[src/rtl/regfile_wb_arbiter_if.sv]
// Write-back bundle: two requester handshakes plus the registered register-file write port.
// The arbiter takes the slave modport; requesters and the register file take the master side.
interface regfile_wb_arbiter_if #(
    parameter int DW = 32,
    parameter int AW = 5
);
    logic          req0_valid;
    logic [AW-1:0] req0_addr;
    logic [DW-1:0] req0_data;
    logic          req0_ready;

    logic          req1_valid;
    logic [AW-1:0] req1_addr;
    logic [DW-1:0] req1_data;
    logic          req1_ready;

    logic          WE3;
    logic [AW-1:0] A3;
    logic [DW-1:0] WD3;
    logic          last_grant;
    logic          busy;

    modport master (
        output req0_valid, req0_addr, req0_data,
        input  req0_ready,
        output req1_valid, req1_addr, req1_data,
        input  req1_ready,
        input  WE3, A3, WD3, last_grant, busy
    );

    modport slave (
        input  req0_valid, req0_addr, req0_data,
        output req0_ready,
        input  req1_valid, req1_addr, req1_data,
        output req1_ready,
        output WE3, A3, WD3, last_grant, busy
    );
endinterface

[src/rtl/regfile_wb_arbiter.sv]
// Two-requester write-back arbiter feeding the register-file write port (WE3/A3/WD3).
// Define ARB_RR_EN for round-robin arbitration; otherwise requester 0 has fixed priority.
module regfile_wb_arbiter #(
    parameter int DW = 32,
    parameter int AW = 5
) (
    input  logic                  clk,
    input  logic                  reset,
    regfile_wb_arbiter_if.slave   bus
);

    typedef struct packed {
        logic [AW-1:0] addr;
        logic [DW-1:0] data;
    } entry_t;

    logic   [1:0] req_valid;
    entry_t       req_entry [2];

    logic   [1:0] buf_full;
    entry_t       buf_q     [2];

    logic   [1:0] grant;
    logic   [1:0] ready;
    logic   [1:0] load;
    entry_t       sel_entry;

    logic          we3_q;
    logic [AW-1:0] a3_q;
    logic [DW-1:0] wd3_q;
    logic          last_grant_q;

    assign req_valid    = {bus.req1_valid, bus.req0_valid};
    assign req_entry[0] = '{addr: bus.req0_addr, data: bus.req0_data};
    assign req_entry[1] = '{addr: bus.req1_addr, data: bus.req1_data};

    // Grant depends only on registered state, which keeps every ready free of input paths.
    always_comb begin
        grant = 2'b00;
        if (buf_full == 2'b11) begin
`ifdef ARB_RR_EN
            if (last_grant_q) grant[0] = 1'b1;
            else              grant[1] = 1'b1;
`else
            grant[0] = 1'b1;
`endif
        end else begin
            grant = buf_full;
        end
    end

    always_comb begin
        ready = ~buf_full | grant;
        for (int n = 0; n < 2; n++) begin
            load[n] = req_valid[n] & ready[n] & (req_entry[n].addr != '0);
        end
        sel_entry = grant[1] ? buf_q[1] : buf_q[0];
    end

    // NOTE: all state uses non-blocking assignments so every register samples pre-edge values.
    always_ff @(posedge clk or posedge reset) begin
        if (reset) begin
            buf_full <= 2'b00;
        end else begin
            buf_full <= load | (buf_full & ~grant);
        end
    end

    // NOTE: payload registers carry no reset; buf_full qualifies them, so stale contents never issue.
    always_ff @(posedge clk) begin
        for (int n = 0; n < 2; n++) begin
            if (load[n]) buf_q[n] <= req_entry[n];
        end
    end

    always_ff @(posedge clk or posedge reset) begin
        if (reset) begin
            we3_q        <= 1'b0;
            a3_q         <= '0;
            wd3_q        <= '0;
            last_grant_q <= 1'b1;
        end else begin
            we3_q <= |grant;
            if (|grant) begin
                a3_q         <= sel_entry.addr;
                wd3_q        <= sel_entry.data;
                last_grant_q <= grant[1];
            end
        end
    end

    assign bus.req0_ready = ready[0];
    assign bus.req1_ready = ready[1];
    assign bus.WE3        = we3_q;
    assign bus.A3         = a3_q;
    assign bus.WD3        = wd3_q;
    assign bus.last_grant = last_grant_q;
    assign bus.busy       = (|buf_full) | we3_q;

endmodule

[src/flat_wrapper.sv]
// flat-port wrapper written by rule: the top's interface ports become plain ports
module regfile_wb_arbiter_flat 
#(
    parameter int DW = 32,
    parameter int AW = 5
)
  (clk, reset, bus_req0_valid, bus_req0_addr, bus_req0_data, bus_req0_ready, bus_req1_valid, bus_req1_addr, bus_req1_data, bus_req1_ready, bus_WE3, bus_A3, bus_WD3, bus_last_grant, bus_busy);
  regfile_wb_arbiter_if #(.DW(DW), .AW(AW)) bus_i ();
  input  logic clk;
  input  logic reset;
  input wire logic [$bits(bus_i.req0_valid)-1:0] bus_req0_valid;
  input wire logic [$bits(bus_i.req0_addr)-1:0] bus_req0_addr;
  input wire logic [$bits(bus_i.req0_data)-1:0] bus_req0_data;
  output wire logic [$bits(bus_i.req0_ready)-1:0] bus_req0_ready;
  input wire logic [$bits(bus_i.req1_valid)-1:0] bus_req1_valid;
  input wire logic [$bits(bus_i.req1_addr)-1:0] bus_req1_addr;
  input wire logic [$bits(bus_i.req1_data)-1:0] bus_req1_data;
  output wire logic [$bits(bus_i.req1_ready)-1:0] bus_req1_ready;
  output wire logic [$bits(bus_i.WE3)-1:0] bus_WE3;
  output wire logic [$bits(bus_i.A3)-1:0] bus_A3;
  output wire logic [$bits(bus_i.WD3)-1:0] bus_WD3;
  output wire logic [$bits(bus_i.last_grant)-1:0] bus_last_grant;
  output wire logic [$bits(bus_i.busy)-1:0] bus_busy;
  assign bus_i.req0_valid = bus_req0_valid;
  assign bus_i.req0_addr = bus_req0_addr;
  assign bus_i.req0_data = bus_req0_data;
  assign bus_req0_ready = bus_i.req0_ready;
  assign bus_i.req1_valid = bus_req1_valid;
  assign bus_i.req1_addr = bus_req1_addr;
  assign bus_i.req1_data = bus_req1_data;
  assign bus_req1_ready = bus_i.req1_ready;
  assign bus_WE3 = bus_i.WE3;
  assign bus_A3 = bus_i.A3;
  assign bus_WD3 = bus_i.WD3;
  assign bus_last_grant = bus_i.last_grant;
  assign bus_busy = bus_i.busy;
  regfile_wb_arbiter #(.DW(DW), .AW(AW)) u_core (.clk(clk), .reset(reset), .bus(bus_i));
endmodule
[config.mk]
export PLATFORM = sky130hd
export DESIGN_NAME = regfile_wb_arbiter_flat
export DESIGN_NICKNAME = d
export VERILOG_FILES = /design/src/rtl/regfile_wb_arbiter_if.sv /design/src/rtl/regfile_wb_arbiter.sv /design/src/flat_wrapper.sv
export SDC_FILE = /design/constraint.sdc
export NUM_CORES = 1
export LEC_CHECK = 0
export CAP_MARGIN = 20
export CORE_ASPECT_RATIO = 1.75
export CORE_MARGIN = 2
export CORE_UTILIZATION = 40
export CTS_CLUSTER_DIAMETER = 60
export DETAILED_ROUTE_END_ITERATION = 10
export GPL_ROUTABILITY_DRIVEN = 0
export PLACE_DENSITY = 0.68
export SETUP_SLACK_MARGIN = 0.02
export SYNTH_ARGS = -nofsm -noshare
export SYNTH_HDL_FRONTEND = slang
export SYNTH_SLANG_ARGS = --single-unit
[constraint.sdc]
create_clock -name clk -period 9.3 [get_ports clk]
set_input_delay 1.86 -clock clk [delete_from_list [all_inputs] [get_ports clk]]
set_output_delay 1.86 -clock clk [all_outputs]
set_load 0.03 [all_outputs]
==> results of run 1 <==
-- cells in the mapped netlist --
cell type,instances,area share
a21oi_1,1,0.0012
dfstp_2,1,0.0064
or3_1,1,0.0015
inv_1,2,0.0018
conb_1,1,0.00091
a31oi_1,1,0.0015
or2_2,1,0.0015
o21ai_0,37,0.045
edfxtp_1,74,0.54
o21a_1,2,0.0036
buf_6,3,0.0082
or4_4,1,0.0027
buf_2,3,0.0036
nor2_1,3,0.0027
buf_4,3,0.0055
nand2_1,38,0.035
a221oi_1,1,0.0021
clkbuf_1,6,0.0055
mux2i_1,37,0.090
dfrtp_1,40,0.24
nor3_1,1,0.0012
-- registers in the layout, summed over array words and instances (netlist names) --
register,flops
u_core.buf_q,74
u_core.bus.WD3,32
u_core.bus.A3,5
u_core.buf_full,2
u_core.bus.WE3,1
u_core.bus.last_grant,1
-- kinds of logic after synthesis --
logic type      count (synthesis)  synth area share
buf+inv                        17           0.02455
flops                         115            0.7872
other cells                     1         0.0009085
simple gates                   45           0.04426
mux                            37           0.08973
compound gates                 42           0.05335
-- worst reg2reg max path, stage by stage, from the launching register on --
cell and delay (ns):
dfrtp_2 0.61, buf_4 0.36, a221oi_4 0.31, buf_4 0.49
-- metal layers --
layer	track usage	vias to the layer above	share of wire
met2	0.2939	83	0.56
met5	0	-	0
met3	0.05091	15	0.051
met4	0.08742	0	0.028
met1	0.1781	1194	0.36
li1	-	1181	-
-- power by group through the flow --
stage	Sequential (W)	Clock [W]	Combinational [W]
6_report	0.000618	0.000583	0.000173
5_1_grt	0.000622	0.000619	0.000184
4_1_cts	0.000618	0.000593	0.000176
3_5_place_dp	0.000626	0	0.000176
3_3_place_gp	0.000626	0	0.000173
2_1_floorplan	0.000659	0	0.0000498
-- metrics by stage --
| step | hold WS, ns | setup WS (ns) | util | area [sq um] |
|---|---|---|---|---|
| after global routing | 0.4745 | 4.875 | 0.5857 | 5961 |
| final | 0.4501 | 5.085 | 0.5857 | 5961 |
| after global placement | 0.4348 | 5.521 | 0.5323 | 5418 |
| after floorplan | 0.4297 | 4.019 | - | 4128 |
| after CTS | 0.4546 | 5.055 | 0.5857 | 5961 |
| after detailed placement | 0.4401 | 5.489 | 0.5323 | 5418 |
-- layout make-up --
type	count	area, sq um	area share
Sequential cell	115	3252	0.5455
Timing Repair Buffer	121	1204	0.2019
Multi-Input combinational cell	125	795.8	0.1335
Clock buffer	26	489.2	0.08207
Tap cell	127	158.9	0.02666
Clock inverter	6	53.80	0.009026
Inverter	2	7.507	0.001259
-- how the worst min path moves through the flow --
stage | to | slack, ns
floorplan | u_core.bus.A3[0] | 0.43
global placement | u_core.bus.WD3[1] | 0.43
detailed placement | u_core.bus.WD3[18] | 0.44
CTS | u_core.bus.WD3[15] | 0.45
global route | u_core.bus.WD3[2] | 0.47
finish | u_core.bus.WD3[15] | 0.45
==> impl_metrics.yaml, run 1 <==
pwr:
  p_int_w: 0.001062
  switching_share: 0.2271
  power.switching_w: 0.0003120
  seq_power_share: 0.450
  combPwrFrac: 0.126
  power.density_nw_per_um2: 230.5
  p_leak_nw: 2.373
  irDropWorstVdd_mv: 0.1619
  power_w: 0.001374
  pwr-share-clk: 0.425
critical_path:
  worstReg2RegEnd: "u_core.buf_q[0][59]"
  cp-end-kind: "output port"
  startpoint: "u_core.buf_full[0]"
  start_kind: "register"
  crit_path_max_fanout: 41
  required_ns: 7.44
  critical-path-slowest-cell: "dfrtp_2"
  crit_chain: "buf_4 -> nand2_1 -> clkdlybuf4s50_1"
  crit_family: "buffers and inverters"
  arrival_ns: 2.35
  worstSetupEndpoint: "bus_req1_ready"
  reg2reg_depth: 3
  r2r_start: "u_core.buf_full[0]"
  path_class: "reg -> out"
  cp_num_buf_inv: 2
  reg2reg_slack_ns: 7.15
  critical_path.max_stage_delay_ns: 0.72
  cp.depth: 3
final_layout:
  final_common_cell: "clkdlybuf4s50_1"
  fin_nets: 460
  areaGrowthSynthToFinish_pct: 44.41
  stdcell_count: 522
  fill_cells: 856
  drive_above_1_share: 0.09114
  layout_common_cells: "118 x clkdlybuf4s50_1, 74 x edfxtp_1, 38 x nand2_1, 38 x dfrtp_1"
  antennaDiodeCount: 0
synthesis:
  yosysSeqAreaShare: 0.7872
  synth_cell_types: 21
  ys_warn_count: 0
  syn-cell-area_sq_um: 4128
  synthCells: 257
  synth_seq_cells: 115
  syn-num-nets: 335
  syn_avg_cell_area_sq_um: 16.06
floorplanning:
  start_util: 0.4056
  num_rows: 49
  fp.dieH_microns: 138.4
  coreArea_sq_um: 10180
  num_io_pins: 120
  die_area_sq_um: 11180
  fp.dieW_microns: 80.79
global_route:
  grt_use_total: 0.1686
  grt_start_max_net_pins: 44
  grt_pass1_vias: 2651
  grt.overflow.total: 0
  grt_first_pass_wirelength_microns: 13430
  antenna_found_initial: 0
route:
  wl_per_cell_microns: 16.79
  wirelength_microns: 8762
  drt_first_pass_iters: 4
  dr.first_iter.drc_count: 157
  ant_nets: 0
  vias: 2473
  viasPerCell: 4.738
  drc: 0
clocking:
  htreeDepth: 4
  cts_tree: "yes"
  postCtsSetupRepairBufs: 0
  clk_pin_slew_ns: 0.05
  cts_buffer_depth: 2
  ctsResizeCount: 0
  cts_sinks: 115
  cts-buffers-inserted: 17
  clk_latency_ns: 0.40
  cts_hold_buffers: 0
  root_buffer: "clkbuf_16"
worst_hold_path:
  holdPathStages: 2
  hold_path.startpoint: "u_core.buf_q[0][15]"
  min-delay-path-class: "reg -> reg"
placement:
  portBuffers: 118
  dpl.cell_count: 490
  hpwl_microns: 5971
sta:
  timing.final.crit_share: 0.4532
  relSlewSlack: 0.3940
  worstMarginPinSlew_ns: 0.9089
  rsz0062_at_grt: "no"
  fin_setup_tns_ns: 0
  min_period_ns: 4.215
  finalHoldViolCount: 0
  timing.fmax_mhz: 237.3
  clock-skew-final_ns: 0.007584
  finalSetupViolations: 0
  drv_slew: 0
flow_run:
  max_cap_viol_count: 0
run_status:
  status: "finished clean"
Note: power is estimated with default switching activity, not from simulation.
==> run 2: changes to the inputs <==
PLACE_DENSITY = 0.71   (was 0.68)
clock period = 3.75 ns   (was 9.3 ns; I/O delays follow)
==> run 2 against run 1 <==
Non-clock buffer count stayed put. Routed wire length fell by 2.1%. Largest cell class unchanged. Critical path type unchanged. Highest routed layer unchanged. Power grew to 2.5 times the previous value. Sequential share of layout area fell by 0.30 points.
==> impl_metrics.yaml, run 2 (synthesized netlist as in run 1, its figures left out) <==
route:
  viasPerCell: 4.699
  wirelength_microns: 8575
  wl_met2_microns: 5023
  drt_first_pass_iters: 4
  top_layer: "met4"
  dr.first_iter.drc_count: 165
  vias: 2453
  drc: 0
  wl_per_cell_microns: 16.43
  ant_nets: 0
  met3_length_microns: 388
  wl_met1_microns: 2991
critical_path:
  startpoint: "u_core.buf_full[1]"
  reg2reg_slack_ns: 1.75
  required_ns: 3.00
  arrival_ns: 2.04
  crit_path_max_fanout: 19
  cp-end-kind: "output port"
  reg2reg_depth: 3
  r2r_start: "u_core.buf_full[0]"
  worstReg2RegEnd: "u_core.buf_q[0][66]"
  start_kind: "register"
  path_class: "reg -> out"
final_layout:
  final_common_cell: "clkdlybuf4s50_1"
  final_core_util: 0.5889
  fill_cells: 840
  areaGrowthSynthToFinish_pct: 45.20
  seqCellArea_sq_um: 3252
  multi_input_area_sq_um: 795.8
  largest_register_ffs: 74
  antennaDiodeCount: 0
  layout_common_cells: "118 x clkdlybuf4s50_1, 74 x edfxtp_1, 38 x nand2_1, 38 x dfrtp_1"
  fin_nets: 460
  regMostFlops: "u_core.buf_q"
  stdcell_count: 522
  design_area_sq_um: 5993
  drive_above_1_share: 0.09873
worst_hold_path:
  holdPathStages: 2
  hold_path.startpoint: "u_core.buf_q[0][13]"
  min-delay-path-class: "reg -> reg"
  worstHoldEndpoint: "u_core.bus.WD3[13]"
run_status:
  status: "finished clean"
floorplanning:
  die_area_sq_um: 11180
  start_util: 0.4056
  fp.dieH_microns: 138.4
  num_rows: 49
  fp.dieW_microns: 80.79
  num_io_pins: 120
  coreArea_sq_um: 10180
placement:
  portBuffers: 118
  hpwl_microns: 5857
  dpl.cell_count: 490
  place_area_sq_um: 5418
global_route:
  antenna_found_initial: 0
  grt_use_total: 0.1659
  grt_first_pass_wirelength_microns: 13300
  grt_pass1_vias: 2624
  grt.overflow.total: 0
  grt_start_max_net_pins: 79
clocking:
  htreeDepth: 4
  cts_buffer_depth: 2
  clk_latency_ns: 0.40
  postCtsSetupRepairBufs: 0
  cts_hold_buffers: 0
  root_buffer: "clkbuf_16"
  cts_tree: "yes"
  cts_sinks: 115
  ctsResizeCount: 0
  clk_pin_slew_ns: 0.05
  cts-buffers-inserted: 17
sta:
  relSlewSlack: 0.4025
  finalHoldViolCount: 0
  whs_ns: 0.4481
  finalSetupViolations: 0
  clock-skew-final_ns: 0.007580
  worstMarginPinSlew_ns: 0.8950
  timing.final.crit_share: 0.7430
  min_period_ns: 2.786
  drv_slew: 0
  timing.fmax_mhz: 358.9
  rsz0062_at_grt: "no"
  fin_setup_tns_ns: 0
pwr:
  power.density_nw_per_um2: 583.7
  irDropWorstVdd_mv: 0.3725
  p_leak_nw: 2.384
flow_run:
  max_cap_viol_count: 0
## run 2: changes by cell type in the layout (fill, tap and decap cells not counted), sizes merged
| cell | change |
|---|---|
| clkbuf | -6 |
| bufinv | +2 |
| clkinv | +2 |
| clkinvlp | +2 |
## run 2: how the worst max path moves through the flow
stage                          end  slack [ns]  cells past startpoint
2_1_floorplan  u_core.buf_q[0][37]        0.80                      2
3_3_place_gp   u_core.buf_q[0][16]        1.15                      3
3_5_place_dp   u_core.buf_q[0][12]        1.12                      3
4_1_cts                   bus_busy        0.95                      2
5_1_grt                   bus_busy        0.89                      2
6_report                  bus_busy        0.96                      2
## run 2: where the power goes
group / total [W] / internal [W] / switching, W
logic: 0.000425 / 0.000202 / 0.000223
registers: 0.00153 / 0.00148 / 0.0000530
clock network: 0.00154 / 0.00103 / 0.000512
## run 2: area by class of cell
class                           count  area share
Tap cell                          127     0.02651
Inverter                            2    0.001253
Sequential cell                   115      0.5426
Timing Repair Buffer              121      0.2008
Clock buffer                       20     0.07286
Clock inverter                     12     0.02317
Multi-Input combinational cell    125      0.1328
## run 2: through the flow
step,setup WS (ns),power [W]
6_report,0.9639,0.003498
5_1_grt,0.8939,0.003625
4_1_cts,0.9456,0.003530
3_5_place_dp,1.119,0.001984
3_3_place_gp,1.150,0.001974
2_1_floorplan,0.7960,0.001757
## run 2: layer usage
layer / vias up / global-route usage
met5: - / 0
met4: 0 / 0.07047
met3: 10 / 0.05157
met2: 78 / 0.3022
met1: 1187 / 0.1687
li1: 1178 / -
## run 2: worst max-delay path, cell delays in order, from the launching register on
cell	delay, ns
dfrtp_2	0.61
or3_1	0.43
clkdlybuf4s50_1	0.60
==> run 3: changes to the inputs <==
PLACE_DENSITY = 0.68   (was 0.71)
clock period = 2.75 ns   (was 3.75 ns; I/O delays follow)
==> run 3 against run 2 <==
Cell count increased by 0.38%. Count of clock-buffer cells in the layout rose by 5. Sequential cell count unchanged. Hold slack improved by 0.0022 ns. Critical path depth stayed put. Core utilization decreased by 0.30 points. First-iteration DRC count fell by 21%. Routed wire length increased by 4.3%. Global-route usage up 0.79 points. Via count increased by 3.4%. Setup slack got worse by 0.81 ns. Critical endpoint unchanged.
==> impl_metrics.yaml, run 3 (synthesized netlist as in run 1, its figures left out) <==
critical_path:
  arrival_ns: 2.04
  startpoint: "u_core.buf_full[1]"
  reg2reg_slack_ns: 0.99
  cp-end-kind: "output port"
  start_kind: "register"
  required_ns: 2.20
  worstReg2RegEnd: "u_core.bus.WD3[17]"
  crit_path_max_fanout: 19
  reg2reg_depth: 3
  r2r_start: "u_core.buf_full[1]"
  path_class: "reg -> out"
  worstSetupEndpoint: "bus_busy"
final_layout:
  layout_common_cells: "118 x clkdlybuf4s50_1, 74 x edfxtp_1, 38 x nand2_1, 38 x dfrtp_1"
  fin_nets: 462
  areaGrowthSynthToFinish_pct: 44.47
  largest_register_ffs: 74
  drive_above_1_share: 0.09572
  final_common_cell: "clkdlybuf4s50_1"
  antennaDiodeCount: 0
  regMostFlops: "u_core.buf_q"
sta:
  clock-skew-final_ns: 0.004912
  finalSetupViolations: 0
  worstMarginPinSlew_ns: 0.9483
  min_period_ns: 2.591
  finalHoldViolCount: 0
  drv_slew: 0
  rsz0062_at_grt: "no"
  relSlewSlack: 0.3678
  whs_ns: 0.4503
  timing.final.crit_share: 0.9424
  timing.fmax_mhz: 385.9
  fin_setup_tns_ns: 0
pwr:
  power.density_nw_per_um2: 764.7
  combPwrFrac: 0.129
  p_int_w: 0.003497
  power.switching_w: 0.001063
  p_leak_nw: 2.377
  switching_share: 0.2332
  irDropWorstVdd_mv: 0.4862
  seq_power_share: 0.458
  pwr-share-clk: 0.412
clocking:
  cts_sinks: 115
  clk_pin_slew_ns: 0.05
  cts_tree: "yes"
  postCtsSetupRepairBufs: 0
  cts-buffers-inserted: 17
  clk_latency_ns: 0.40
  ctsResizeCount: 0
  cts_buffer_depth: 2
  htreeDepth: 4
  root_buffer: "clkbuf_16"
  cts_hold_buffers: 0
route:
  ant_nets: 0
  drt_first_pass_iters: 4
  wl_per_cell_microns: 17.06
  wirelength_microns: 8941
  dr.first_iter.drc_count: 131
  viasPerCell: 4.842
  drc: 0
  vias: 2537
placement:
  hpwl_microns: 6099
  portBuffers: 118
floorplanning:
  die_area_sq_um: 11180
  fp.dieW_microns: 80.79
  start_util: 0.4056
  num_io_pins: 120
  num_rows: 49
  coreArea_sq_um: 10180
  fp.dieH_microns: 138.4
global_route:
  grt_first_pass_wirelength_microns: 13810
  grt_pass1_vias: 2685
  grt_start_max_net_pins: 47
  antenna_found_initial: 0
  grt.overflow.total: 0
  grt_use_total: 0.1738
run_status:
  status: "finished clean"
worst_hold_path:
  min-delay-path-class: "reg -> reg"
flow_run:
  max_cap_viol_count: 0
## run 3: per-stage QoR
step                        util  power, W  std cells  area (sq um)  setup WS (ns)
after floorplan                -  0.002398        257          4145         0.5748
after global placement    0.5350  0.002699        492          5445         0.3336
after detailed placement  0.5350  0.002716        492          5445         0.3058
after CTS                 0.5859  0.004608        524          5963         0.1371
after global routing      0.5859  0.004725        524          5963        0.09714
final                     0.5859  0.004560        524          5963         0.1585
## run 3: layout make-up
type	instances	area (sq um)
inverters	2	7.507
well taps	127	158.9
fillers	850	4214
repair buffers	123	1231
multi-input cells	125	795.8
clock buffers	25	485.5
flip-flops and latches	115	3252
clock inverters	7	32.53
## run 3: worst max-delay path, stage by stage (launching register included)
cell,delay (ns)
dfrtp_2,0.61
or3_1,0.42
clkdlybuf4s50_1,0.60
## run 3: worst min-delay path by stage
stage	start	endpoint	slack, ns	cells past startpoint
after floorplan	u_core.buf_q[0][32]	u_core.bus.A3[0]	0.43	2
after global placement	u_core.buf_q[0][2]	u_core.bus.WD3[2]	0.43	2
after detailed placement	u_core.buf_q[0][18]	u_core.bus.WD3[18]	0.44	2
after CTS	u_core.buf_q[0][32]	u_core.bus.A3[0]	0.46	2
after global routing	u_core.buf_q[0][7]	u_core.bus.WD3[7]	0.48	2
final	u_core.buf_q[0][35]	u_core.bus.A3[3]	0.45	2
## run 3: power by group through the flow
stage / Sequential [W] / Clock [W] / Combinational (W)
after global routing: 0.00210 / 0.00199 / 0.000629
final: 0.00209 / 0.00188 / 0.000590
after global placement: 0.00212 / 0 / 0.000584
after detailed placement: 0.00212 / 0 / 0.000597
after CTS: 0.00209 / 0.00192 / 0.000600
after floorplan: 0.00223 / 0 / 0.000172
## run 3: per-layer routing
| metal | wire, microns | track usage | vias up |
|---|---|---|---|
| met1 | 3110 | 0.1759 | 1242 |
| met5 | 0 | 0 | - |
| met4 | 352 | 0.1035 | 0 |
| met3 | 425 | 0.05091 | 25 |
| li1 | - | - | 1187 |
| met2 | 5052 | 0.3048 | 83 |
